--- config.mk ---
export PLATFORM = sky130hd
export DESIGN_NAME = rx_peak_report_fifo
export DESIGN_NICKNAME = d
export VERILOG_FILES = /design/src/rtl/rx_peak_report_fifo.sv
export SDC_FILE = /design/constraint.sdc
export NUM_CORES = 1
export LEC_CHECK = 0
export CORE_MARGIN = 2
export CORE_UTILIZATION = 35
export CTS_CLUSTER_DIAMETER = 120
export DETAILED_ROUTE_END_ITERATION = 16
export GPL_TIMING_DRIVEN = 0
export PLACE_DENSITY = 0.61
export SLEW_MARGIN = 30
export SYNTH_ARGS = -nofsm -noshare
export SYNTH_HDL_FRONTEND = slang
export SYNTH_SLANG_ARGS = --single-unit
--- constraint.sdc ---
create_clock -name crx_clk -period 7.5 [get_ports crx_clk]
set_clock_uncertainty 0.05 [all_clocks]
set_input_delay 1.5 -clock crx_clk [delete_from_list [all_inputs] [get_ports crx_clk]]
set_output_delay 1.5 -clock crx_clk [all_outputs]
set_load 0.03 [all_outputs]
--- src/rtl/rx_peak_report_fifo.sv ---
// rtl/rx_peak_report_fifo.sv - peak report capture queue with hold-off, overflow count and FWFT read port
// Registered head-of-queue outputs; memory is unreset, pointers/count carry the reset state.
module rx_peak_report_fifo #(
    parameter int DEPTH    = 8,
    parameter int SAMPLE_W = 41,
    parameter int SEQ_W    = 4,
    parameter int TIME_W   = 16,
    parameter int HOLDOFF  = 0
) (
    input  logic                       crx_clk,
    input  logic                       rrx_rst,
    input  logic                       erx_en,
    input  logic [SAMPLE_W-1:0]        i_sample_arm,
    input  logic [SEQ_W-1:0]           i_received_seq,
    input  logic [TIME_W-1:0]          i_time_arm,
    input  logic                       i_trigger_arm,
    output logic [SAMPLE_W-1:0]        o_sample,
    output logic [SEQ_W-1:0]           o_seq,
    output logic [TIME_W-1:0]          o_time,
    output logic                       o_valid,
    input  logic                       i_ready,
    output logic [$clog2(DEPTH):0]     o_count,
    output logic [7:0]                 o_ovf_cnt,
    input  logic                       i_clear_ovf,
    output logic                       o_irq
);

    localparam int AW = $clog2(DEPTH);
    localparam int CW = AW + 1;
    localparam int EW = SAMPLE_W + SEQ_W + TIME_W;
    // The trigger cycle itself is the first hold-off cycle, so the counter covers HOLDOFF-1 more.
    localparam int HW = (HOLDOFF > 1) ? $clog2(HOLDOFF) : 1;
    localparam logic [HW-1:0] HOLD_LOAD = (HOLDOFF > 1) ? HW'(HOLDOFF - 1) : '0;

    logic [EW-1:0] mem_q [DEPTH];
    logic [AW-1:0] wr_ptr_q, wr_ptr_d;
    logic [AW-1:0] rd_ptr_q, rd_ptr_d;
    logic [CW-1:0] count_q, count_d;
    logic [HW-1:0] holdoff_q, holdoff_d;
    logic [7:0]    ovf_q, ovf_d;
    logic [EW-1:0] head_q, head_d;
    logic          valid_q, valid_d;

    logic [EW-1:0] wr_data;
    logic          full, pop, req, wr_en, drop;

    always_comb begin
        wr_data = {i_sample_arm, i_received_seq, i_time_arm};
        full    = (count_q == CW'(DEPTH));
        pop     = valid_q & i_ready;
        req     = i_trigger_arm & erx_en & (holdoff_q == '0);
        wr_en   = req & (~full | pop);
        drop    = req & full & ~pop;

        wr_ptr_d = wr_en ? wr_ptr_q + 1'b1 : wr_ptr_q;
        rd_ptr_d = pop ? rd_ptr_q + 1'b1 : rd_ptr_q;

        count_d = count_q;
        case ({wr_en, pop})
            2'b10:   count_d = count_q + 1'b1;
            2'b01:   count_d = count_q - 1'b1;
            default: count_d = count_q;
        endcase

        holdoff_d = holdoff_q;
        if (wr_en) begin
            holdoff_d = HOLD_LOAD;
        end else if (holdoff_q != '0) begin
            holdoff_d = holdoff_q - 1'b1;
        end

        ovf_d = ovf_q;
        if (i_clear_ovf) begin
            ovf_d = '0;
        end else if (drop && ovf_q != 8'hFF) begin
            ovf_d = ovf_q + 8'd1;
        end

        // Next head may be the entry being written this cycle (queue empty or down to one).
        head_d = head_q;
        if (count_d != '0) begin
            if (wr_en && rd_ptr_d == wr_ptr_q) begin
                head_d = wr_data;
            end else begin
                head_d = mem_q[rd_ptr_d];
            end
        end
        valid_d = (count_d != '0);
    end

    always_ff @(posedge crx_clk) begin
        if (wr_en) begin
            mem_q[wr_ptr_q] <= wr_data;
        end
    end

    always_ff @(posedge crx_clk or negedge rrx_rst) begin
        if (!rrx_rst) begin
            wr_ptr_q  <= '0;
            rd_ptr_q  <= '0;
            count_q   <= '0;
            holdoff_q <= '0;
            ovf_q     <= '0;
            head_q    <= '0;
            valid_q   <= 1'b0;
        end else begin
            wr_ptr_q  <= wr_ptr_d;
            rd_ptr_q  <= rd_ptr_d;
            count_q   <= count_d;
            holdoff_q <= holdoff_d;
            ovf_q     <= ovf_d;
            head_q    <= head_d;
            valid_q   <= valid_d;
        end
    end

    assign o_sample  = head_q[EW-1 -: SAMPLE_W];
    assign o_seq     = head_q[TIME_W +: SEQ_W];
    assign o_time    = head_q[TIME_W-1:0];
    assign o_valid   = valid_q;
    assign o_irq     = valid_q;
    assign o_count   = count_q;
    assign o_ovf_cnt = ovf_q;

endmodule
==> reports/metrics.csv <==
metric,value,unit
cts_buffers,59,
rsz0062_at_grt,false,
routed_wl,59030,µm
htree_levels,2,
cp-end-kind,register,
hold_start,head_q[18],
timing.rr.start,o_irq,
startpoint,i_ready,
cp_num_buf_inv,4,
arrival,4.67,ns
synth_top_area_share,64.13,%
path_cells,clkdlybuf4s50_1 -> nand2_4 -> xor2_1 -> clkinv_1 -> buf_2 -> clkbuf_1 -> nand2_1 -> a32o_1 -> o31ai_1 -> mux2_4,
synth_area_leaders,"edfxtp_1, dfrtp_1, mux2i_1",
cts_resized,0,
drt_first_pass_iters,5,
max_freq,241.0,MHz
clkSlewWorstSetupHoldPaths,0.06,ns
syn_nets,1499,
hold_viol,0,
fin_nets,1774,
setup_slack,3.350,ns
multi_input_area,5720,µm²
dp_cells,2497,
irDropWorstVdd,222.6,µV
grt_max_degree,46,
drcViolationCount,0,
clock_latency,0.63,ns
antenna_found_initial,8,
grt_pass1_vias,14271,
placed_area,26110,µm²
hp-class,register to register,
netSwitchingFraction,36.96,%
dp_hpwl,39390,µm
yosysMostFrequentCell,edfxtp_1,
crit_required,8.02,ns
combPwrFrac,46.0,%
ant_nets,0,
syn_to_final_growth,22.88,%
regArea,16660,µm²
grt_pass1_wl,88320,µm
seq_power_share,31.4,%
slew_violations,0,
synthFlopType,edfxtp_1,
routedWlPerCell,22.63,µm
io_pins,142,
p_int,8.189,mW
p_per_area,462.6,nW/µm²
crit_path_start_kind,input port,
setup_viol_count_final,0,
synth_cells,1428,
avgSynthCellArea,16.00,µm²
cts_max_path_buffers,3,
final_cells,2609,
cts_tree,built,
drive_gt1_share,16.83,%
drt_iter0_markers,1103,
grt_use_total,17.47,%
drv_cap,0,
dieHeight,259.5,µm
place_ws,2.729,ns
worst-path-max-fanout,10,
synth.distinct_cells,40,
fin_crit_sh,55.33,%
netlist_area,22850,µm²
yosysTopAreaCell,edfxtp_1,
die_width,259.5,µm
gr-total-overflow,0,
cts_root_buf,clkbuf_16,
p_clk_share,22.6,%
dieArea,67350,µm²
start_util,35.45,%
ys_seq_elements,568,
io_buffers,140,
crit_type,input port to register,
max-slew-margin-rel,34.75,%
total_leakage_power,10.06,nW
final.min_clock_period,4.150,ns
switchingPower,4.801,mW
status,"finished, final reports clean",
cts_setup_buffers,0,
synth-edff-count,488,
fillCellCount,5739,
via_per_inst,5.182,
synthTopCellsByCount,"edfxtp_1, nand2_1, mux2i_1",
fp-row-count,93,
core,64460,µm²
worst_path_max_delay_cell,clkdlybuf4s50_1,
tightest_slew,0.9787,ns
final_area,28080,µm²
gp_congestion,0.7530,
async_reset_ff_share,14.08,%
num_vias,13519,
ys_seq_area_share,72.89,%
hold_buffers,0,
yosys_warnings,0,
numClockSinks,568,
max_stage_delay,0.64,ns
crit_family,buffers and inverters,
cell families after synthesis:
kind of cell / Yosys count / synth area share, %
compound gates: 192 / 7.627
buf+inv: 102 / 2.426
fa+ha+maj: 4 / 0.2190
simple gates: 359 / 6.631
mux: 186 / 9.456
xor+xnor: 17 / 0.7502
flops: 568 / 72.89
final timing paths:
| check | end | cells past startpoint | slack (ns) |
|---|---|---|---|
| max | head_q[39] | 10 | 3.35 |
| min | head_q[18] | 1 | 0.46 |
| max reg2reg | head_q[39] | 9 | 4.36 |
| min reg2reg | head_q[18] | 1 | 0.46 |
| max in group asynchronous | head_q[59] | 2 | 6.03 |
| min in group asynchronous | head_q[5] | 1 | 0.75 |
sequential cells by signal (all words and copies together), names as in the netlist:
signal     cells
head_q        61
mem_q        488
o_count        4
o_irq          1
o_ovf_cnt      8
rd_ptr_q       3
wr_ptr_q       3
routing by layer:
layer / share of wire, % / global-route usage [%] / vias to the layer above
li1: - / - / 6112
met1: 41 / 22.33 / 6848
met2: 49 / 29.99 / 439
met3: 6.8 / 3.495 / 106
met4: 2.2 / 5.172 / 14
met5: 0.15 / 0 / -
final cells by class:
| type | instances | area share, % |
|---|---|---|
| Sequential cell | 568 | 59.32 |
| Multi-Input combinational cell | 758 | 20.37 |
| Timing Repair Buffer | 214 | 7.504 |
| Clock buffer | 85 | 6.038 |
| Tap cell | 855 | 3.810 |
| Buffer | 99 | 1.934 |
| Clock inverter | 26 | 0.9714 |
| Inverter | 3 | 0.04011 |
| Antenna cell | 1 | 0.008912 |
power groups by stage:
stage	registers (mW)	logic [mW]	clock network, mW
6_report	4.08	5.97	2.94
5_1_grt	4.12	6.37	3.13
4_1_cts	4.08	6.03	3.00
3_5_place_dp	4.14	6.00	0
3_3_place_gp	4.18	5.81	0
2_1_floorplan	4.49	3.61	0
worst register-to-register path, stage by stage, from the launching register on:
cell and delay [ns]:
dfrtp_1 0.53, nand2_4 0.16, xor2_1 0.20, clkinv_1 0.22, buf_2 0.33, clkbuf_1 0.54
nand2_1 0.13, a32o_1 0.29, o31ai_1 0.43, mux2_4 0.23
per-stage QoR:
stage	hold slack (ns)	util, %	setup TNS (ns)	power, mW
after floorplan	0.4676	-	0	8.093
after global placement	0.4467	39.31	-1696.02	9.991
after detailed placement	0.4424	40.50	0	10.14
after CTS	0.4594	43.55	0	13.11
after global routing	0.4739	43.56	0	13.62
final	0.4583	43.56	0	12.99
cell usage in the layout, fill, tap and decap left out, types with 4 or more instances in the layout:
master	count
clkbuf_16	60
xor2_1	9
nor2_1	10
o31ai_1	61
buf_6	28
clkbuf_1	60
clkdlybuf4s50_1	139
clkbuf_8	10
nand2_1	257
bufinv_16	5
clkinv_1	6
clkinv_2	11
ha_1	4
mux2_4	59
a32o_1	122
buf_4	63
xnor2_1	5
buf_16	5
buf_2	31
nand4_1	4
mux2i_1	124
nand3_1	67
dfrtp_1	80
edfxtp_1	488
Power figures use the tool's default switching activity.
